File: src/rtl/wb_ddr_arbiter_pkg.sv
`default_nettype none
//============================================================================
// Module   : wb_ddr_arbiter_pkg
// Brief    : Shared FSM state type and round-robin pick helper for the
//            Wishbone-to-DDR arbiter.
// Revision : 1.0 - initial release
//============================================================================
package wb_ddr_arbiter_pkg;

    typedef enum logic [0:0] {
        ST_IDLE  = 1'b0,
        ST_OWNED = 1'b1
    } state_t;

    localparam int c_MAX_PORTS = 8;

    // First set bit of req at or after ptr, wrapping at nports.
    function automatic logic [2:0] f_rr_next(
        input logic [7:0] req,
        input logic [2:0] ptr,
        input int         nports
    );
        logic [2:0] res;
        logic [3:0] idx;
        logic       found;
        res   = '0;
        found = 1'b0;
        for (int i = 0; i < c_MAX_PORTS; i++) begin
            idx = {1'b0, ptr} + 4'(i);
            if (idx >= 4'(nports)) begin
                idx = idx - 4'(nports);
            end
            if (!found && (i < nports) && req[idx[2:0]]) begin
                res   = idx[2:0];
                found = 1'b1;
            end
        end
        return res;
    endfunction

endpackage
`default_nettype wire

File: src/rtl/wb_rr_picker.sv
`default_nettype none
//============================================================================
// Module   : wb_rr_picker
// Brief    : Combinational round-robin picker: request vector + pointer ->
//            one-hot grant and index.
// Revision : 1.0 - initial release
//============================================================================
module wb_rr_picker #(
    parameter int NPORTS = 2,
    parameter int IDX_W  = 1
) (
    input  logic [NPORTS-1:0] i_req,
    input  logic [IDX_W-1:0]  i_ptr,
    output logic [NPORTS-1:0] o_gnt_oh,
    output logic [IDX_W-1:0]  o_gnt_idx,
    output logic              o_valid
);
    import wb_ddr_arbiter_pkg::*;

    logic [7:0] w_req8;
    logic [2:0] w_ptr3;
    logic [2:0] w_idx3;

    always_comb begin
        w_req8              = '0;
        w_req8[NPORTS-1:0]  = i_req;
        w_ptr3              = '0;
        w_ptr3[IDX_W-1:0]   = i_ptr;
    end

    assign w_idx3    = f_rr_next(w_req8, w_ptr3, NPORTS);
    assign o_gnt_idx = w_idx3[IDX_W-1:0];
    assign o_valid   = |i_req;

    for (genvar k = 0; k < NPORTS; k++) begin : g_oh
        assign o_gnt_oh[k] = o_valid && (w_idx3 == 3'(k));
    end

endmodule
`default_nettype wire

File: src/rtl/wb_ddr_arbiter.sv
`default_nettype none
//============================================================================
// Module   : wb_ddr_arbiter
// Brief    : N-port pipelined Wishbone arbiter in front of a DDR3 controller
//            with round-robin ownership and an outstanding-request limit.
// Revision : 1.0 - initial release
//============================================================================
module wb_ddr_arbiter #(
    parameter int NPORTS    = 2,
    parameter int ADDR_W    = 32,
    parameter int DATA_W    = 64,
    parameter int MAX_OUTST = 8
) (
    input  logic                       i_clk,
    input  logic                       i_rst_n,
    input  logic [NPORTS-1:0]          i_s_cyc,
    input  logic [NPORTS-1:0]          i_s_stb,
    input  logic [NPORTS-1:0]          i_s_we,
    input  logic [NPORTS*ADDR_W-1:0]   i_s_addr,
    input  logic [NPORTS*DATA_W-1:0]   i_s_data,
    input  logic [NPORTS*DATA_W/8-1:0] i_s_sel,
    output logic [NPORTS-1:0]          o_s_stall,
    output logic [NPORTS-1:0]          o_s_ack,
    output logic [NPORTS-1:0]          o_s_err,
    output logic [DATA_W-1:0]          o_s_data,
    output logic                       o_m_cyc,
    output logic                       o_m_stb,
    output logic                       o_m_we,
    output logic [ADDR_W-1:0]          o_m_addr,
    output logic [DATA_W-1:0]          o_m_data,
    output logic [DATA_W/8-1:0]        o_m_sel,
    input  logic                       i_m_stall,
    input  logic                       i_m_ack,
    input  logic                       i_m_err,
    input  logic [DATA_W-1:0]          i_m_data,
    output logic [NPORTS-1:0]          o_grant
);
    import wb_ddr_arbiter_pkg::*;

    localparam int SEL_W   = DATA_W / 8;
    localparam int c_OWN_W = (NPORTS > 1) ? $clog2(NPORTS) : 1;
    localparam int c_OUT_W = $clog2(MAX_OUTST + 1);

    state_t               r_state;
    logic [c_OWN_W-1:0]   r_owner;
    logic [c_OWN_W-1:0]   r_rr_ptr;
    logic [c_OUT_W-1:0]   r_outst;
    logic [NPORTS-1:0]    r_grant;

    logic [NPORTS-1:0]    w_pick_oh;
    logic [c_OWN_W-1:0]   w_pick_idx;
    logic                 w_pick_valid;

    logic                 w_own_cyc, w_own_stb, w_own_we;
    logic [ADDR_W-1:0]    w_own_addr;
    logic [DATA_W-1:0]    w_own_data;
    logic [SEL_W-1:0]     w_own_sel;
    logic [NPORTS-1:0]    w_own_oh;

    logic w_owned, w_full, w_accept, w_resp_ok, w_ack, w_err, w_other_cyc, w_yield;

    wb_rr_picker #(
        .NPORTS (NPORTS),
        .IDX_W  (c_OWN_W)
    ) u_picker (
        .i_req     (i_s_cyc),
        .i_ptr     (r_rr_ptr),
        .o_gnt_oh  (w_pick_oh),
        .o_gnt_idx (w_pick_idx),
        .o_valid   (w_pick_valid)
    );

    always_comb begin
        w_own_cyc  = 1'b0;
        w_own_stb  = 1'b0;
        w_own_we   = 1'b0;
        w_own_addr = '0;
        w_own_data = '0;
        w_own_sel  = '0;
        w_own_oh   = '0;
        for (int k = 0; k < NPORTS; k++) begin
            if (r_owner == c_OWN_W'(k)) begin
                w_own_cyc   = i_s_cyc[k];
                w_own_stb   = i_s_stb[k];
                w_own_we    = i_s_we[k];
                w_own_addr  = i_s_addr[k*ADDR_W +: ADDR_W];
                w_own_data  = i_s_data[k*DATA_W +: DATA_W];
                w_own_sel   = i_s_sel[k*SEL_W +: SEL_W];
                w_own_oh[k] = 1'b1;
            end
        end
    end

    assign w_owned = (r_state == ST_OWNED);
    assign w_full  = (r_outst == c_OUT_W'(MAX_OUTST));

    // Bus cycle falls with the owner's cyc, abandoning any in-flight responses.
    assign o_m_cyc  = w_owned && w_own_cyc;
    assign o_m_stb  = o_m_cyc && w_own_stb && !w_full;
    assign o_m_we   = w_own_we;
    assign o_m_addr = w_own_addr;
    assign o_m_data = w_own_data;
    assign o_m_sel  = w_own_sel;

    assign w_accept  = o_m_stb && !i_m_stall;
    assign w_resp_ok = o_m_cyc && (r_outst != '0);
    assign w_ack     = w_resp_ok && i_m_ack;
    assign w_err     = w_resp_ok && i_m_err;

    assign o_s_ack   = w_ack ? w_own_oh : '0;
    assign o_s_err   = w_err ? w_own_oh : '0;
    assign o_s_stall = w_owned ? (~w_own_oh | {NPORTS{i_m_stall || w_full}}) : '1;
    assign o_s_data  = i_m_data;
    assign o_grant   = r_grant;

    assign w_other_cyc = |(i_s_cyc & ~w_own_oh);
    assign w_yield     = (r_outst == '0) && !w_own_stb && w_other_cyc;

    always_ff @(posedge i_clk or negedge i_rst_n) begin
        if (!i_rst_n) begin
            r_state  <= ST_IDLE;
            r_owner  <= '0;
            r_rr_ptr <= '0;
            r_outst  <= '0;
            r_grant  <= '0;
        end else begin
            case (r_state)
                ST_IDLE: begin
                    r_outst <= '0;
                    if (w_pick_valid) begin
                        r_state  <= ST_OWNED;
                        r_owner  <= w_pick_idx;
                        r_grant  <= w_pick_oh;
                        r_rr_ptr <= (w_pick_idx == c_OWN_W'(NPORTS - 1)) ? '0
                                                                         : w_pick_idx + 1'b1;
                    end
                end
                ST_OWNED: begin
                    if (!w_own_cyc || w_yield) begin
                        r_state <= ST_IDLE;
                        r_grant <= '0;
                        r_outst <= '0;
                    end else if (w_accept && !(w_ack || w_err)) begin
                        r_outst <= r_outst + 1'b1;
                    end else if (!w_accept && (w_ack || w_err)) begin
                        r_outst <= r_outst - 1'b1;
                    end
                end
                default: begin
                    r_state <= ST_IDLE;
                    r_grant <= '0;
                    r_outst <= '0;
                end
            endcase
        end
    end

endmodule
`default_nettype wire

File: config.mk
export PLATFORM = sky130hd
export DESIGN_NAME = wb_ddr_arbiter
export DESIGN_NICKNAME = d
export VERILOG_FILES = /design/src/rtl/wb_ddr_arbiter_pkg.sv /design/src/rtl/wb_rr_picker.sv /design/src/rtl/wb_ddr_arbiter.sv
export SDC_FILE = /design/constraint.sdc
export NUM_CORES = 1
export LEC_CHECK = 0
export BUFFER_PORTS_ARGS = -buffer_cell sky130_fd_sc_hd__buf_2
export CORE_AREA = 5 5 177 179
export DETAILED_ROUTE_END_ITERATION = 10
export DIE_AREA = 0 0 182 184
export GPL_ROUTABILITY_DRIVEN = 1
export PLACE_DENSITY = 0.46
export SLEW_MARGIN = 20
export SYNTH_ARGS = -nofsm -noshare
export SYNTH_HDL_FRONTEND = slang
export SYNTH_SLANG_ARGS = --single-unit
File: constraint.sdc
create_clock -name i_clk -period 3.65 [get_ports i_clk]
set_input_delay 0.365 -clock i_clk [delete_from_list [all_inputs] [get_ports i_clk]]
set_output_delay 0.365 -clock i_clk [all_outputs]
set_load 0.005 [all_outputs]
==> impl_metrics.tcl <==
set metrics [dict create \
    result_of_the_run "finished, final reports clean" \
    maxClockFrequency_mhz 399 \
    detail_route.vias_per_cell 3.15 \
    async_reset_ff_frac 1.00 \
    final_critical_path_setup_slack_ns 1.14 \
    simple_gate_portion_of_the_synthesized_area 0.0904 \
    drv_cap 0 \
    average_size_of_a_mapped_cell_um2 9.40 \
    post_cts_hold_buffer_count 1 \
    critPathMaxStageDelay_ns 0.50 \
    top_level_ports 462 \
    criticalPathCategory "reg -> reg" \
    cp-start-kind "register" \
    die_height_um 184 \
    first_iter_violations 59 \
    skew_pair_late_insertion_delay_ns 0.23 \
    critical_path_slowest_stage_cell "sky130_fd_sc_hd__dfrtp_4" \
    min_clock_period_post_route_ns 2.51 \
    power-per-cell-area_nw_per_um2 469 \
    vdd_drop_max_mv 0.228 \
    critical_path.reg2reg.startpoint "r_owner" \
    grt_usage 0.0658 \
    synth_edf_count 0 \
    leakage_uw 0.00209 \
    ratio_of_cells_with_drive_above_1_in_the_final_layout 0.873 \
    fin_worst_skew_ns 0.000619 \
    number_of_instances_in_the_synthesized_netlist 259 \
    number_of_buffers_on_the_longest_clock_path 2 \
    cp.arrival_ns 2.66 \
    cts_buffers 3 \
    wirelength_mm 12.7 \
    grt_setup_unrepaired "false" \
    synth_cell_types 36 \
    critical_path_required_ns 3.80 \
    tritoncts "yes" \
    yosys-mux-area-fraction 0.502 \
    post_layout_nonfiller_instances 910 \
    hpwlAfterDp_mm 11.5 \
    post_synth_fa_ha_maj_area_fraction 0.0185 \
    grt_max_degree 61 \
    initial_core_util 0.0828 \
    setup-violations-final 0 \
    final_weighted_congestion_in_routability_driven_placement 0.763 \
    chipWidth_um 182 \
    row_count 63 \
    ys_seq_elements 9 \
    die-area_um2 33500 \
    cts.htree.levels 1 \
    finalCoreUtilization 0.141 \
    final_antenna_net_count 0 \
    finalHoldWorstSlack_ns 0.483 \
    synthesized_nets 545 \
    synth_compound_gate_area_share 0.0504 \
    synth_top_family_by_area "multiplexers" \
    cts_repair_resize_count 0 \
    crit_fanout 7 \
    pre_cts_ws_ns 1.19 \
    synth-seq-area-share 0.0925 \
    path_cells "nand3b_4 > a2111oi_4 > nand2b_1 > ha_1 > a21o_1 > a21oi_1 > nand3b_1 > o21ai_1 > mux2i_1" \
    cts_post_setup_buffers_inserted 0 \
    antenna_cells 0 \
    vias_in_the_first_global_route 3135 \
    relSlewSlack 0.502 \
    cts_num_sinks 9 \
    slew_violations 0 \
    most_frequent_standard_cell_in_the_layout_excluding_fill_and_tap_cells "sky130_fd_sc_hd__buf_2" \
    netlist_area_um2 2430 \
    post_route_clock_period_utilization 0.687 \
    synth_xor_area_frac 0.0103 \
    vias 2868 \
    worstSetupEndpointType "register" \
    most-common-layout-cells "333 x sky130_fd_sc_hd__buf_2, 105 x sky130_fd_sc_hd__mux2_2, 8 x sky130_fd_sc_hd__dfrtp_1" \
    min-delay-path-class "in -> reg" \
    drt_pre_antenna_iters 4 \
    numPlacedInstances 905 \
    port_buffers 333 \
    drc 0 \
    grt_first_pass_wirelength_mm 17.5 \
    crit_path_start "r_owner" \
    fp.coreArea_um2 29400 \
    clkTransAtPathRegs_ns 0.04 \
    postSynth.topFlopCell "sky130_fd_sc_hd__dfrtp_1" \
    timing.setup.tns_ns 0 \
    hp-start "i_s_cyc[1]" \
    worst_margin_pin_slew_ns 0.747 \
    filler_cell_count 3406 \
    hold_violations 0 \
    antenna_found_initial 0 \
    syn_to_final_growth_pct 70.6 \
    yosys_warnings 0 \
    clk_tree_root_cell "sky130_fd_sc_hd__clkbuf_16" \
    route.detailed.wl_per_inst_um 13.9 \
    grt_remaining_overflow 0 \
    final_nets 807 \
]
-- power by group --
part | internal (µW) | total (µW) | switching, µW
clock | 146 | 189 | 43.7
combinational | 862 | 1570 | 713
sequential | 137 | 182 | 45.4
-- cells in the mapped netlist, drive strengths merged (2+ instances only) --
cell type / count / area share
nand3: 2 / 0.0041
nor3: 3 / 0.0062
inv: 6 / 0.0092
buf: 68 / 0.21
ha: 2 / 0.010
nor2: 8 / 0.013
a21oi: 5 / 0.010
mux2i: 4 / 0.016
and2: 2 / 0.0051
dfrtp: 9 / 0.092
mux2: 105 / 0.49
clkbuf: 12 / 0.018
nand2: 5 / 0.0077
and3: 2 / 0.0051
a31oi: 2 / 0.0051
nand3b: 4 / 0.017
nand2b: 2 / 0.0051
o21ai: 4 / 0.0082
nor4b: 3 / 0.013
nor4: 2 / 0.010
-- flip-flops by register name (all words and copies together), names as in the netlist --
signal	flops
r_owner	1
r_state	1
r_outst	4
r_rr_ptr	1
o_grant	2
-- cell families (layout without fill, tap and decap cells) --
kind of cell / count (synthesis) / after routing
compound gates: 16 / 16
mux: 109 / 109
xor+xnor: 2 / 2
flops: 9 / 9
fa+ha+maj: 3 / 3
buf+inv: 86 / 347
simple gates: 34 / 34
-- path summary, 6_finish.rpt --
check | cells after the start | slack (ns) | to
worst max register to register | 9 | 1.14 | r_outst[3]
worst min-delay path | 2 | 0.48 | r_rr_ptr
max in group asynchronous | 2 | 2.94 | r_owner
min in group asynchronous | 2 | 0.52 | r_state
worst min register to register | 1 | 0.54 | r_outst[3]
worst max-delay path | 9 | 1.14 | r_outst[3]
-- worst max-delay path, delay by kind of cell (launching register included) --
kind	cells	cell delay [ns]
muxes	1	0.20
DFF	1	0.50
AOI/OAI and AO/OA	4	0.97
and+or+nand+nor	3	0.45
adders and majority gates	1	0.31
-- area by class of cell --
type                    count  area [µm²]  share of cell area
clock buffers               4        78.8              0.0190
multi-input cells         164        1640               0.394
flip-flops and latches      9         229              0.0551
well taps                 390         488               0.118
repair buffers            337        1700               0.409
inverters                   6        22.5             0.00542
-- metrics by stage --
stage	area [µm²]	power, µW
2_1_floorplan	2430	1180
3_3_place_gp	4060	1780
3_5_place_dp	4060	1780
4_1_cts	4150	1990
5_1_grt	4150	2110
6_report	4150	1950
-- layer usage --
layer	GRT usage	vias to the layer above	routed length (µm)	part of all wire
li1	-	1372	-	-
met1	0.0751	1236	4610	0.36
met2	0.116	248	6340	0.50
met3	0.0293	12	1570	0.12
met4	0.00961	0	154	0.012
met5	0	-	0	0
No activity file was read; power rests on OpenSTA's default activity.
